===== src/rtl/link_pkg.sv =====
`default_nettype none
// ============================================================================
// Package  : link_pkg
// Brief    : Shared defaults and FSM state encoding for the link deserializer.
// Revision : 1.0 - initial release
// ============================================================================
package link_pkg;

    localparam int unsigned c_word_w_default      = 16;
    localparam int unsigned c_frame_words_default = 8;
    localparam logic [15:0] c_sync_word_default   = 16'hD391;

    typedef enum logic [1:0] {
        ST_HUNT   = 2'd0,
        ST_VERIFY = 2'd1,
        ST_LOCKED = 2'd2
    } link_state_e;

endpackage : link_pkg
`default_nettype wire


===== src/rtl/sync_popcount.sv =====
`default_nettype none
// ============================================================================
// Module   : sync_popcount
// Brief    : Hamming distance between a received word and the sync pattern.
// Revision : 1.0 - initial release
// ============================================================================
module sync_popcount
    import link_pkg::*;
#(
    parameter int unsigned          WORD_W    = c_word_w_default,
    parameter logic [WORD_W-1:0]    SYNC_WORD = WORD_W'(c_sync_word_default),
    parameter int unsigned          DIST_W    = $clog2(WORD_W + 1)
) (
    input  logic [WORD_W-1:0] i_data,
    output logic [DIST_W-1:0] o_distance
);

    logic [WORD_W-1:0] w_diff;

    assign w_diff = i_data ^ SYNC_WORD;

    always_comb begin
        o_distance = '0;
        for (int i = 0; i < WORD_W; i++) begin
            o_distance = o_distance + DIST_W'(w_diff[i]);
        end
    end

endmodule : sync_popcount
`default_nettype wire


===== src/rtl/link_deserializer.sv =====
`default_nettype none
// ============================================================================
// Module   : link_deserializer
// Brief    : Serial frame-sync hunter and payload word deserializer with
//            flywheel lock. Build option LINK_DESER_ERRCNT_EN enables the
//            saturating sync-slot bit-error counter (sync_popcount).
// Revision : 1.0 - initial release
// ============================================================================
module link_deserializer
    import link_pkg::*;
#(
    parameter int unsigned       WORD_W      = c_word_w_default,
    parameter logic [WORD_W-1:0] SYNC_WORD   = WORD_W'(c_sync_word_default),
    parameter int unsigned       FRAME_WORDS = c_frame_words_default,
    parameter int unsigned       MISS_LIMIT  = 3
) (
    input  logic              clk,
    input  logic              rst,
    input  logic              serial_in,
    output logic [WORD_W-1:0] word_out,
    output logic              word_valid,
    output logic              frame_start,
    output logic              locked,
    output logic [15:0]       sync_err_cnt
);

    localparam int unsigned c_cnt_w  = (WORD_W > 1) ? $clog2(WORD_W) : 1;
    localparam int unsigned c_idx_w  = $clog2(FRAME_WORDS + 1);
    localparam int unsigned c_miss_w = (MISS_LIMIT > 1) ? $clog2(MISS_LIMIT + 1) : 1;

    localparam logic [c_cnt_w-1:0]  c_bit_last  = c_cnt_w'(WORD_W - 1);
    localparam logic [c_idx_w-1:0]  c_sync_slot = c_idx_w'(FRAME_WORDS);
    localparam logic [c_miss_w-1:0] c_miss_last = c_miss_w'(MISS_LIMIT - 1);

    link_state_e         r_state;
    link_state_e         w_next_state;
    logic [WORD_W-1:0]   r_sr;
    logic [c_cnt_w-1:0]  r_bit_cnt;
    logic [c_idx_w-1:0]  r_word_idx;
    logic [c_miss_w-1:0] r_miss_cnt;
    logic [WORD_W-1:0]   r_word_out;
    logic                r_word_valid;
    logic                r_frame_start;

    logic w_sync_match;
    logic w_slot_done;
    logic w_sync_slot;
    logic w_word_valid_d;
    logic w_frame_start_d;
    logic w_miss_inc;
    logic w_miss_clr;

    assign w_sync_match = (r_sr == SYNC_WORD);
    assign w_slot_done  = (r_bit_cnt == c_bit_last);
    assign w_sync_slot  = (r_word_idx == c_sync_slot);

    always_ff @(posedge clk) begin
        if (rst) begin
            r_state <= ST_HUNT;
        end else begin
            r_state <= w_next_state;
        end
    end

    always_comb begin
        w_next_state    = r_state;
        w_word_valid_d  = 1'b0;
        w_frame_start_d = 1'b0;
        w_miss_inc      = 1'b0;
        w_miss_clr      = 1'b0;
        case (r_state)
            ST_HUNT: begin
                w_miss_clr = 1'b1;
                if (w_sync_match) begin
                    w_next_state = ST_VERIFY;
                end
            end
            ST_VERIFY: begin
                if (w_slot_done && w_sync_slot) begin
                    if (w_sync_match) begin
                        w_next_state    = ST_LOCKED;
                        w_frame_start_d = 1'b1;
                    end else begin
                        w_next_state = ST_HUNT;
                    end
                end
            end
            ST_LOCKED: begin
                if (w_slot_done) begin
                    if (!w_sync_slot) begin
                        w_word_valid_d = 1'b1;
                    end else if (w_sync_match) begin
                        w_frame_start_d = 1'b1;
                        w_miss_clr      = 1'b1;
                    end else if (r_miss_cnt == c_miss_last) begin
                        w_next_state = ST_HUNT;
                        w_miss_clr   = 1'b1;
                    end else begin
                        w_miss_inc = 1'b1;
                    end
                end
            end
            default: w_next_state = ST_HUNT;
        endcase
    end

    // Counters are held at zero while hunting so a match starts slot 0 cleanly.
    always_ff @(posedge clk) begin
        if (rst) begin
            r_sr          <= '0;
            r_bit_cnt     <= '0;
            r_word_idx    <= '0;
            r_miss_cnt    <= '0;
            r_word_out    <= '0;
            r_word_valid  <= 1'b0;
            r_frame_start <= 1'b0;
        end else begin
            r_sr          <= {r_sr[WORD_W-2:0], serial_in};
            r_word_valid  <= w_word_valid_d;
            r_frame_start <= w_frame_start_d;
            if (w_word_valid_d) begin
                r_word_out <= r_sr;
            end
            if (r_state == ST_HUNT) begin
                r_bit_cnt  <= '0;
                r_word_idx <= '0;
            end else if (w_slot_done) begin
                r_bit_cnt  <= '0;
                r_word_idx <= w_sync_slot ? '0 : r_word_idx + 1'b1;
            end else begin
                r_bit_cnt <= r_bit_cnt + 1'b1;
            end
            if (w_miss_clr) begin
                r_miss_cnt <= '0;
            end else if (w_miss_inc) begin
                r_miss_cnt <= r_miss_cnt + 1'b1;
            end
        end
    end

    assign word_out    = r_word_out;
    assign word_valid  = r_word_valid;
    assign frame_start = r_frame_start;
    assign locked      = (r_state == ST_LOCKED);

`ifdef LINK_DESER_ERRCNT_EN
    localparam int unsigned c_pop_w = $clog2(WORD_W + 1);

    logic [c_pop_w-1:0] w_sync_dist;
    logic [16:0]        w_err_sum;
    logic               w_err_acc;
    logic [15:0]        r_sync_err_cnt;

    sync_popcount #(
        .WORD_W    (WORD_W),
        .SYNC_WORD (SYNC_WORD),
        .DIST_W    (c_pop_w)
    ) u_sync_popcount (
        .i_data     (r_sr),
        .o_distance (w_sync_dist)
    );

    assign w_err_acc = (r_state == ST_LOCKED) && w_slot_done && w_sync_slot;
    assign w_err_sum = {1'b0, r_sync_err_cnt} + 17'(w_sync_dist);

    // Carry out of the 16-bit sum means the counter has saturated.
    always_ff @(posedge clk) begin
        if (rst) begin
            r_sync_err_cnt <= '0;
        end else if (w_err_acc) begin
            r_sync_err_cnt <= w_err_sum[16] ? 16'hFFFF : w_err_sum[15:0];
        end
    end

    assign sync_err_cnt = r_sync_err_cnt;
`else
    assign sync_err_cnt = 16'h0000;
`endif

endmodule : link_deserializer
`default_nettype wire


===== config.mk =====
export PLATFORM = sky130hd
export DESIGN_NAME = link_deserializer
export DESIGN_NICKNAME = d
export VERILOG_FILES = /design/src/rtl/link_pkg.sv /design/src/rtl/sync_popcount.sv /design/src/rtl/link_deserializer.sv
export SDC_FILE = /design/constraint.sdc
export NUM_CORES = 1
export LEC_CHECK = 0
export CAP_MARGIN = 20
export CORE_MARGIN = 3
export CORE_UTILIZATION = 45
export CTS_BUF_LIST = sky130_fd_sc_hd__clkbuf_8
export DETAILED_ROUTE_END_ITERATION = 8
export HOLD_SLACK_MARGIN = 0.12
export PLACE_DENSITY = 0.79
export SYNTH_ARGS = -nofsm -noshare
export SYNTH_HDL_FRONTEND = slang
export SYNTH_SLANG_ARGS = --single-unit

===== constraint.sdc =====
create_clock -name clk -period 1.8 [get_ports clk]
set_clock_uncertainty 0.1 [all_clocks]
set_input_delay 0.36 -clock clk [delete_from_list [all_inputs] [get_ports clk]]
set_output_delay 0.36 -clock clk [all_outputs]
set_load 0.005 [all_outputs]

==> flow_summary.ini <==
[place]
dp_cells = 251
port-buffer-count = 21
gp_congestion = 0.7551
post-dp-hpwl_mm = 2.178

[worst_setup_path]
critPathLaunchType = register
rr_startpoint = r_word_idx[1]
crit_type = reg2out
startpoint = r_state[0]
path_max_fanout = 4
r2r_cells = 6
reg2reg_slack_ns = 0.09
cp-endpoint = locked
cp.arrival_ns = 1.27
crit_required_ns = 1.34
cp-end-kind = output pin
r2r_end = r_state[1]

[timing]
hold_ws_ns = 0.3621
post-route-period-util_pct = 96.27
setup_violations = 0
setup_tns_ns = 0
rsz0062_at_grt = no
fin_crit_ns = 1.733
max_freq_mhz = 577.1
final_hold_viol_count = 0
slew_viol_final = 0

[logic_synthesis]
ys_types = 34
synth-seq-cells = 46
synth_seq_area_share_pct = 49.23
synth_top_cell_by_area = dfxtp_1
netlist_top_cells_count = dfxtp_1 (46), nor2_1 (24), buf_4 (18)
synth_edf_count = 0
synthCells = 184
synth_ff_type = dfxtp_1
yosys_warnings = 0
syn_avg_cell_area_sq_um = 10.17
yosys.area.top_type_share_pct = 49.23
syn_area_sq_mm = 0.001871
async_flop_share_pct = 0
synth_most_common_cell = dfxtp_1
yosys-top-cells-area = dfxtp_1 (49%), mux2i_1 (8.6%), buf_4 (7.2%)

[finish]
syn_to_final_growth_pct = 19.40
final_nets = 220
antenna_cells = 0
final_cells = 259
drive_gt1_share_pct = 13.74

[global_route]
grt_pass1_vias = 1177
grt_pass1_wl_mm = 5.278
grt_max_degree = 32
gr-usage-all-layers_pct = 13.47
antenna_found_initial = 0
grt_overflow = 0

[floorplan]
coreArea_sq_mm = 0.003826
die_w_um = 70.47
die_h_um = 70.47
row_count = 22
start_util_pct = 48.89
io_pins = 38
die_area_sq_mm = 0.004966

[cts]
post_cts_buffers = 0
clock_latency_ns = 0.30
cts_inserted_buffers = 5
cts-root-buf = clkbuf_8
htree_levels = 2
clk_transition_reported_paths_ns = 0.08
clkSinkCount = 46
cts_hold_buf = 0
cts_tree = built
clock_path_buffers = 2

[pwr]
power.density_mw_per_mm2 = 761.0
ir_drop_uv = 484.6
p_leak_nw = 0.9665

[detailed_routing]
wl_mm = 3.025
initialDrtViolationCount = 64
ant_nets = 0
wl_per_cell_um = 11.68
remaining_drc_errors = 0
num_vias = 1221
via_per_inst = 4.714
first_pass_iters = 4

[hold_path]
hp-class = reg2reg

[run]
drv_cap = 0

[run_status]
status = complete, no violations
[where the power goes]
part	switching, W	total [W]	leakage, nW	internal [W]
Combinational	0.0000231	0.0000330	0.542	0.00000989
Sequential	0.00000287	0.00102	0.372	0.00102
Clock	0.000332	0.000644	0.0530	0.000311
[placed cells by master, fill, tap and decap left out, types with 3 or more instances in the layout]
cell type and count:
nand3_1 3, conb_1 16, buf_4 5, nor4_1 3
clkbuf_8 6, nor2b_1 16, mux2i_1 16, clkdlybuf4s50_1 20
inv_1 7, nand2_1 5, ha_1 6, dfxtp_1 44
nor2_1 24, xor2_1 3
[worst min path at each step]
stage / startpoint / endpoint / cells past startpoint
after floorplan: r_bit_cnt[0] / r_bit_cnt[0] / 1
after global placement: r_bit_cnt[0] / r_bit_cnt[0] / 1
after detailed placement: r_bit_cnt[0] / r_bit_cnt[0] / 1
after CTS: r_bit_cnt[0] / r_bit_cnt[0] / 1
after global routing: r_bit_cnt[0] / r_bit_cnt[0] / 1
final: r_bit_cnt[0] / r_bit_cnt[0] / 1
[stage by stage]
stage / cell area [sq um] / worst slack, ns / utilization (%) / power (W)
6_report: 2233 / 0.06706 / 58.37 / 0.001700
5_1_grt: 2233 / 0.006639 / 58.37 / 0.001774
4_1_cts: 2197 / 0.02835 / 57.42 / 0.001723
3_5_place_dp: 2100 / 0.05438 / 54.87 / 0.001079
3_3_place_gp: 2100 / 0.09535 / 54.87 / 0.001079
2_1_floorplan: 1927 / 0.08687 / - / 0.001093
[final cells by class]
type,count,area (sq um)
inverters,7,26.28
clock buffers,6,82.58
clock inverters,2,12.51
flip-flops and latches,46,923.4
repair buffers,27,266.5
well taps,48,60.06
multi-input cells,123,862.1
fillers,350,1593
[layer usage]
layer | vias to the layer above | routed length (um) | track usage [%]
li1 | 631 | - | -
met1 | 552 | 1382 | 16.21
met2 | 31 | 1400 | 21.10
met3 | 7 | 181 | 5.036
met4 | 0 | 60 | 6.383
met5 | - | 0 | 0
[logic make-up after synthesis]
| logic type | Yosys count | share of synthesized area, % |
|---|---|---|
| mux | 16 | 8.562 |
| compound gates | 7 | 2.475 |
| other cells | 1 | 0.2005 |
| buf+inv | 30 | 9.699 |
| xor+xnor | 5 | 2.342 |
| flops | 46 | 49.23 |
| simple gates | 72 | 22.81 |
| fa+ha+maj | 7 | 4.682 |
[repair_timing]
item,CTS,global route
setup endpoints to repair,1,7
gates resized for setup,4,10
hold endpoints to repair,0,0
pin swaps,0,3
[flip-flops by register name, indices dropped and copies added, names as in the netlist]
name and count:
r_word_idx 4, r_miss_cnt 2, word_valid 1, r_state 2
r_bit_cnt 4, r_sr 16, frame_start 1, word_out 16
[worst max-delay path, cell delays in order (launching register included)]
cell,delay [ns]
dfxtp_2,0.34
inv_2,0.05
ha_2,0.18
buf_4,0.15
dlygate4sd2_1,0.26
Power figures use the tool's default switching activity.
